**config.mk**
```make
export PLATFORM = sky130hd
export DESIGN_NAME = pipe_stage_skid
export DESIGN_NICKNAME = d
export VERILOG_FILES = /design/src/rtl/pipe_pkg.sv /design/src/rtl/pipe_stage_skid_sat_counter.sv /design/src/rtl/pipe_stage_skid.sv
export SDC_FILE = /design/constraint.sdc
export NUM_CORES = 1
export LEC_CHECK = 0
export BUFFER_PORTS_ARGS = -buffer_cell sky130_fd_sc_hd__buf_2
export CORE_ASPECT_RATIO = 1.25
export CORE_UTILIZATION = 55
export DETAILED_ROUTE_END_ITERATION = 16
export PLACE_DENSITY = 0.78
export SLEW_MARGIN = 20
export SYNTH_ARGS = -nofsm -noshare
export SYNTH_HDL_FRONTEND = slang
export SYNTH_SLANG_ARGS = --single-unit
```
**constraint.sdc**
```tcl
create_clock -name clk_i -period 4.3 [get_ports clk_i]
set_input_delay 0.645 -clock clk_i [delete_from_list [all_inputs] [get_ports clk_i]]
set_output_delay 0.645 -clock clk_i [all_outputs]
set_load 0.05 [all_outputs]
```
**src/rtl/pipe_pkg.sv**
```systemverilog
`default_nettype none
// ============================================================================
// Module      : pipe_pkg
// Description : Shared types and default widths for the pipeline stage register.
// Revision    : 1.0 - initial release
// ============================================================================
package pipe_pkg;

    typedef enum logic [1:0] {
        EMPTY = 2'd0,
        ONE   = 2'd1,
        TWO   = 2'd2
    } skid_state_t;

    localparam int DEFAULT_DATA_W = 64;
    localparam int DEFAULT_CNT_W  = 16;

endpackage
`default_nettype wire

```
**src/rtl/pipe_stage_skid_sat_counter.sv**
```systemverilog
`default_nettype none
// ============================================================================
// Module      : sat_counter
// Description : Up-counter that sticks at its all-ones value instead of wrapping.
// Revision    : 1.0 - initial release
// ============================================================================
module sat_counter #(
    parameter int W = 16
) (
    input  logic         clk_i,
    input  logic         rst_i,
    input  logic         inc_i,
    output logic [W-1:0] cnt_o
);

    logic [W-1:0] r_cnt;

    always_ff @(posedge clk_i) begin
        if (rst_i) begin
            r_cnt <= '0;
        end else if (inc_i && (r_cnt != {W{1'b1}})) begin
            r_cnt <= r_cnt + 1'b1;
        end
    end

    assign cnt_o = r_cnt;

endmodule
`default_nettype wire

```
**src/rtl/pipe_stage_skid.sv**
```systemverilog
`default_nettype none
// ============================================================================
// Module      : pipe_stage_skid
// Description : Valid/ready pipeline register with optional 2-entry skid buffer,
//               flush, and saturating stall/flush statistics.
// Revision    : 1.0 - initial release
// ============================================================================
module pipe_stage_skid
    import pipe_pkg::*;
#(
    parameter int                DATA_W    = DEFAULT_DATA_W,
    parameter logic [DATA_W-1:0] FLUSH_VAL = {DATA_W{1'b0}},
    parameter int                SKID      = 1,
    parameter int                CNT_W     = DEFAULT_CNT_W
) (
    input  logic              clk_i,
    input  logic              rst_i,
    input  logic              in_valid_i,
    output logic              in_ready_o,
    input  logic [DATA_W-1:0] in_data_i,
    input  logic              flush_i,
    output logic              out_valid_o,
    input  logic              out_ready_i,
    output logic [DATA_W-1:0] out_data_o,
    output logic [CNT_W-1:0]  stall_cnt_o,
    output logic [CNT_W-1:0]  flush_cnt_o
);

    skid_state_t       r_state;
    skid_state_t       w_next_state;
    logic [DATA_W-1:0] r_main;
    logic [DATA_W-1:0] w_skid_data;
    logic              w_in_ready;
    logic              w_in_fire;
    logic              w_out_fire;
    logic              w_load_main_in;
    logic              w_load_main_skid;
    logic              w_load_skid;

    assign out_valid_o = (r_state != EMPTY);
    assign out_data_o  = r_main;
    assign in_ready_o  = w_in_ready;
    assign w_in_fire   = in_valid_i & w_in_ready;
    assign w_out_fire  = out_valid_o & out_ready_i;

    always_comb begin
        w_next_state     = r_state;
        w_load_main_in   = 1'b0;
        w_load_main_skid = 1'b0;
        w_load_skid      = 1'b0;
        case (r_state)
            EMPTY: begin
                if (w_in_fire) begin
                    w_load_main_in = 1'b1;
                    w_next_state   = ONE;
                end
            end
            ONE: begin
                if (w_in_fire && w_out_fire) begin
                    w_load_main_in = 1'b1;
                end else if (w_in_fire) begin
                    w_load_skid  = 1'b1;
                    w_next_state = TWO;
                end else if (w_out_fire) begin
                    w_next_state = EMPTY;
                end
            end
            TWO: begin
                if (w_out_fire) begin
                    w_load_main_skid = 1'b1;
                    w_next_state     = ONE;
                end
            end
            default: w_next_state = EMPTY;
        endcase
        // Flush overrides any transfer decided above; a same-cycle out_fire is still delivered.
        if (flush_i) begin
            w_next_state = EMPTY;
        end
    end

    always_ff @(posedge clk_i) begin
        if (rst_i || flush_i) begin
            r_state <= EMPTY;
            r_main  <= FLUSH_VAL;
        end else begin
            r_state <= w_next_state;
            if (w_load_main_in) begin
                r_main <= in_data_i;
            end else if (w_load_main_skid) begin
                r_main <= w_skid_data;
            end
        end
    end

    generate
        if (SKID != 0) begin : g_skid
            logic [DATA_W-1:0] r_skid;
            logic              r_in_ready;

            always_ff @(posedge clk_i) begin
                if (rst_i || flush_i) begin
                    r_skid <= FLUSH_VAL;
                end else if (w_load_skid) begin
                    r_skid <= in_data_i;
                end
            end

            always_ff @(posedge clk_i) begin
                if (rst_i) begin
                    r_in_ready <= 1'b1;
                end else begin
                    r_in_ready <= (w_next_state != TWO);
                end
            end

            assign w_skid_data = r_skid;
            assign w_in_ready  = r_in_ready;
        end else begin : g_no_skid
            assign w_skid_data = FLUSH_VAL;
            assign w_in_ready  = ~out_valid_o | out_ready_i;
        end
    endgenerate

    // Both conditions use the registered valid, i.e. the state before any flush lands.
    sat_counter #(.W(CNT_W)) u_stall_cnt (
        .clk_i (clk_i),
        .rst_i (rst_i),
        .inc_i (out_valid_o & ~out_ready_i),
        .cnt_o (stall_cnt_o)
    );

    sat_counter #(.W(CNT_W)) u_flush_cnt (
        .clk_i (clk_i),
        .rst_i (rst_i),
        .inc_i (flush_i & out_valid_o),
        .cnt_o (flush_cnt_o)
    );

endmodule
`default_nettype wire

```
# --- After elaboration in Yosys (flattened, before gate mapping) ---
# Cells that the tools add are included.
op_classes:
  add_sub_neg: 2
  eq_ne: 5
  n_mux: 16
  bitwise: 5
  n_reduce_logical: 7
op_table:
  columns: ["op", "n"]
  rows:
  - ["$mux 64", 2]
  - ["$add 16x1->16 const B", 2]
  - ["$ne 16x16->1 const B", 2]
  - ["$mux 2", 6]
  - ["$mux 1", 6]
  - ["$pmux 2 s3", 1]
  - ["$and 1x1->1", 4]
  - ["$reduce_bool 2->1", 2]
  - ["$logic_and 1x1->1", 3]
  - ["$eq 2x1->1 const B", 1]
  - ["$eq 2x2->1 const B", 1]
  - ["$logic_not 2->1", 1]
  - ["$ne 2x2->1 const B", 1]
  - ["$pmux 1 s2", 1]
  - ["$logic_or 1x1->1", 1]
  - ["$not 1->1", 1]
totals:
  regBits: 163
  input_bits: 69
  output_inout_bits: 98
  wordCells: 41

# --- Logic depth before layout (Yosys ltp) ---
logic_depth:
  ltp_word: 8
  depth_mapped: 7
  depth_no_buf: 5

# --- Hierarchy ---
# From an unflattened synthesis, not the netlist that was laid out.
hier_totals:
  hier_cells: 853
  area_unflattened_um2: 6812.8
modules_own_cells:
  columns: ["module", "n_inst", "cells_per_inst", "area_each_um2", "seq_area_each_um2"]
  rows:
  - ["pipe_stage_skid", 1, 655, 5116.2, 2622.5]
  - ["sat_counter", 2, 99, 848.3, 320.3]

# --- Least setup slack after synthesis ---
# OpenSTA, ideal clock, no wires.
synth_timing:
  kind: "register to register"
  startpoint: "reg u_flush_cnt.r_cnt[5], in the netlist u_flush_cnt.cnt_o[5]"
  endpoint: "reg u_flush_cnt.r_cnt[15], in the netlist u_flush_cnt.cnt_o[15]"
  setup_time_ps: 121
  arrival_time_ps: 2145
  path_slack_ps: 2035
  stages_incl_launch_ff: 5
  path_buffers: 0
  period_less_slack_ps: 2265
  path_cell_list: "dfxtp_1 > nand4_2 > or4_4 > nor4b_2 > mux2_2"
synth_between:
  elab_chain_len: 2
  word_cells_on_any_way: 3
synth_lines:
  columns: ["element", "line", "source"]
  rows:
  - ["start, declared", "pipe_stage_skid_sat_counter.sv:16", "logic [W-1:0] r_cnt;"]
  - ["start signal, assigned", "pipe_stage_skid_sat_counter.sv:22", "r_cnt <= r_cnt + 1'b1;"]
  - ["branches (longest 2 deep; another with $add 16x1->16)", null, null]
# Several ways; the timed one is not identified.
# A chain may end at the register's enable or synchronous reset.

# --- Worst setup path after layout ---
layout_timing:
  startpoint: "reg r_state[1]"
  endpoint: "reg r_main[45], in the netlist out_data_o[45]"
layout_between:
  elab_chain_len: 6
  word_cells_on_any_way: 12
layout_lines:
  columns: ["element", "line", "source"]
  rows:
  - ["start, declared", "pipe_stage_skid.sv:29", "skid_state_t r_state;"]
  - ["start signal, assigned", "pipe_stage_skid.sv:87", "r_state <= w_next_state;"]
  - ["$reduce_bool 2->1", "pipe_stage_skid.sv:40", "assign out_valid_o = (r_state != EMPTY);"]
  - ["$and 1x1->1", "pipe_stage_skid.sv:44", "assign w_out_fire = out_valid_o & out_ready_i;"]
  - ["$logic_and 1x1->1", "pipe_stage_skid.sv:59", "if (w_in_fire && w_out_fire) begin"]
  - ["$mux 1", "pipe_stage_skid.sv:59", null]
  - ["$pmux 1 s2", "pipe_stage_skid.sv:51", "case (r_state)"]
  - ["$mux 64 / $reduce_bool 2->1 (equally long branches)", null, null]
  - ["end signal, assigned", "pipe_stage_skid.sv:89", "r_main <= in_data_i;"]
  - ["end signal, assigned", "pipe_stage_skid.sv:91", "r_main <= w_skid_data;"]
  - ["end, declared", "pipe_stage_skid.sv:31", "logic [DATA_W-1:0] r_main;"]
# Parallel ways exist; a longest one is shown, timed or not.

==> impl_metrics.ini <==
[die]
io-pin-count = 167
chipWidth_um = 102
floorplan.core_area_mm2 = 0.0122
die_y_um = 127
initial_core_utilization = 0.563
row_count = 45
die_ar_mm2 = 0.0129

[critical_path]
crit_fanout = 25
rr_endpoint = out_data_o[45]
worstReg2RegStart = r_state[1]
ff2ff_path_depth = 5
critical-path-slowest-cell = nor2_4
worst_setup_path_end_kind = flop
critical_path_class = flop to flop
cpPeakStageDelay_ps = 560
worst-r2r-setup-slack_ps = 1910
critical_path_required_ps = 4560
crit_chain = nand3b_1 -> nor2_4 -> buf_4 -> mux2i_1 -> a211oi_1
setup.worst_path.start_class = flop
worst-endpoint-arrival_ps = 2650

[clock_network]
source_to_sink_clock_delay_at_the_later_pin_of_the_worst_skew_pair_ps = 410
cts_max_level = 4
cts_buffer_depth = 2
post_cts.repair.setup_buffers = 0
cts.sinks = 163
clock_tree.root_cell = clkbuf_16
cts-buffers-inserted = 17
clk_pin_slew_ps = 60
cts_resized = 0
tritoncts = yes
cts.hold.buffers_added = 0

[power]
power.density_mw_per_mm2 = 417
total_power_uw = 3470
p_leak_uw = 0.00338
worst_ir_drop_vdd_uv = 248

[sta]
finalCritPeriodShare = 0.557
finalHoldViolCount = 0
worstMarginPinSlew_ps = 988
slew_headroom = 0.339
fin_worst_skew_ps = 7.03
setup_viol = 0
period_minus_slack_ps = 2390
final-max-slew-violation-count = 0
unrepaired_setup_endpoints_after_global_routing = no
fin_tns_setup_ps = 0
max_freq_ghz = 0.418

[routing]
detail_route.vias_per_cell = 5.47
initial_drt_markers = 186
drc = 0
route.vias.total = 5979
detail_route.wirelength_mm = 15.6
final_antenna_net_count = 0
detailedRoute.firstPassIterationCount = 4
drt-wirelength-per-cell_um = 14.3

[layout]
fill_cells = 1051
areaGrowthSynthToFinish_pct = 21.5
post_route_cells_drive_above_1_share = 0.245
design.final.nets = 986

[synthesis]
synth_edf_count = 0
post_synthesis_cell_count = 781
synth_nets = 852
sequential_area_share_after_synthesis = 0.476
async_reset_ff_frac = 0
synth.largest_area_cell = dfxtp_1
synth_cell_type_count = 49
synth.avg_cell_area_um2 = 8.77
synth.cell_area_mm2 = 0.00685
synth_top_cells_by_area = dfxtp_1, mux2i_1, nand2_1
synth.top_cell.area_share = 0.476
synthesis_stage_register_bit_count = 163
synth_ff_type = dfxtp_1
yosys_warnings = 0

[global_route]
grt_pass1_vias = 5391
antenna_found_initial = 1
maximum_number_of_pins_on_one_net_before_global_route_repair = 73
grtUsageTotal = 0.248
gr_ovfl_total = 0
global_route_wire_length_before_repair_mm = 25.5

[flow_run]
timing.max_cap.violations = 0

[hold_path]
worstHoldEndpoint = g_skid.r_skid[39]
holdCritStartpoint = g_skid.r_skid[39]
min_path_type = flop to flop
hold_path_cells = 2

[placement]
detailedPlacementHpwl_mm = 10.2
place_congestion = 0.791
buffer_ports.inserted = 166

[status]
status = finished clean
how the worst max path moves through the flow:
stage               cells past startpoint  slack (ps)            startpoint                     to
global placement                        6        1710            in_valid_i         out_data_o[23]
CTS                                     5        1880            r_state[1]         out_data_o[45]
detailed placement                      6        1670            in_valid_i         out_data_o[59]
finish                                  5        1910            r_state[1]         out_data_o[45]
global route                            5        1660            r_state[1]         out_data_o[45]
floorplan                               4        2030  u_flush_cnt.cnt_o[5]  u_flush_cnt.cnt_o[15]
sequential cells by signal, indices dropped and copies added (netlist names):
signal	flops
u_flush_cnt.cnt_o	16
u_stall_cnt.cnt_o	16
in_ready_o	1
out_data_o	64
r_state	2
g_skid.r_skid	64
area by class of cell:
| type | instances | area [um^2] | share of cell area |
|---|---|---|---|
| multi-input combinational | 549 | 3280 | 0.394 |
| sequential | 163 | 3260 | 0.392 |
| timing repair buffer | 175 | 923 | 0.111 |
| clock buffer | 20 | 467 | 0.0561 |
| tap | 164 | 205 | 0.0247 |
| clock inverter | 12 | 144 | 0.0173 |
| inverter | 9 | 33.8 | 0.00406 |
| antenna | 2 | 5.00 | 0.000601 |
cells in the mapped netlist (all sizes together) (3+ instances only):
cell and instances:
or4 14, nor2 80, o21ai 9, mux2i 66
clkbuf 29, inv 9, nand2 136, dfxtp 163
or3 8, o31ai 12, nand4 7, nand3 10
buf 31, nor3 7, a211oi 65, mux2 6
a21oi 84, nand3b 3, nor4 7, nor2b 7
report_power, final:
| group | internal, uW | switching (uW) | leakage, uW |
|---|---|---|---|
| registers | 1540 | 18.9 | 0.00132 |
| logic | 114 | 257 | 0.00176 |
| clock network | 913 | 624 | 0.000296 |
| total | 2570 | 901 | 0.00338 |
cells in the final DEF (no fill, tap or decap), types with 3 or more instances in the layout:
cell type  count
clkbuf_8       3
inv_1          9
a21oi_1       84
nand3_1       10
o31ai_1       12
buf_2        166
clkbuf_16     17
inv_6          3
nand2_1      136
nor2_1        79
nor2b_1        7
clkinv_4       3
nor3_1         7
nand4_1        5
or4_1         13
dfxtp_1      163
nor4_1         5
buf_4          7
nand3b_1       3
or3_1          8
o21ai_0        7
mux2i_1       66
a211oi_1      65
mux2_2         6
metrics by stage:
stage	util	instances	setup WS, ps	hold slack (ps)	cell area [um^2]
floorplan	-	781	2030	436	6850
global route	0.684	1092	1660	463	8320
CTS	0.684	1092	1880	454	8320
detailed placement	0.634	1060	1670	446	7710
finish	0.684	1094	1910	453	8320
global placement	0.634	1060	1710	441	7710
worst max-delay path, delay by kind of cell (launching register included):
| kind | cells | cell delay [ps] |
|---|---|---|
| AO/OA/AOI/OAI | 1 | 110 |
| buffers and inverters | 1 | 500 |
| flip-flops | 1 | 380 |
| multiplexers | 1 | 300 |
| AND/OR/NAND/NOR | 2 | 930 |
cell families (layout without fill, tap and decap cells):
family / count (synthesis) / after routing / share of synthesized area
and+or+nand+nor: 292 / 292 / 0.197
DFF: 163 / 163 / 0.476
buffers and inverters: 69 / 216 / 0.0480
adders and majority gates: 2 / 2 / 0.00365
xor gates and xnor gates: 1 / 1 / 0.00128
AOI/OAI and AO/OA: 182 / 182 / 0.167
other: 0 / 2 / 0
muxes: 72 / 72 / 0.106
layer usage:
layer	wire length, um	global-route usage	part of all wire	vias to the layer above
met5	0	0	0	-
met3	979	0.0766	0.063	31
met2	7630	0.409	0.49	144
li1	-	-	-	3033
met1	6600	0.297	0.42	2771
met4	382	0.104	0.024	0
No activity file was read; power rests on OpenSTA's default activity.
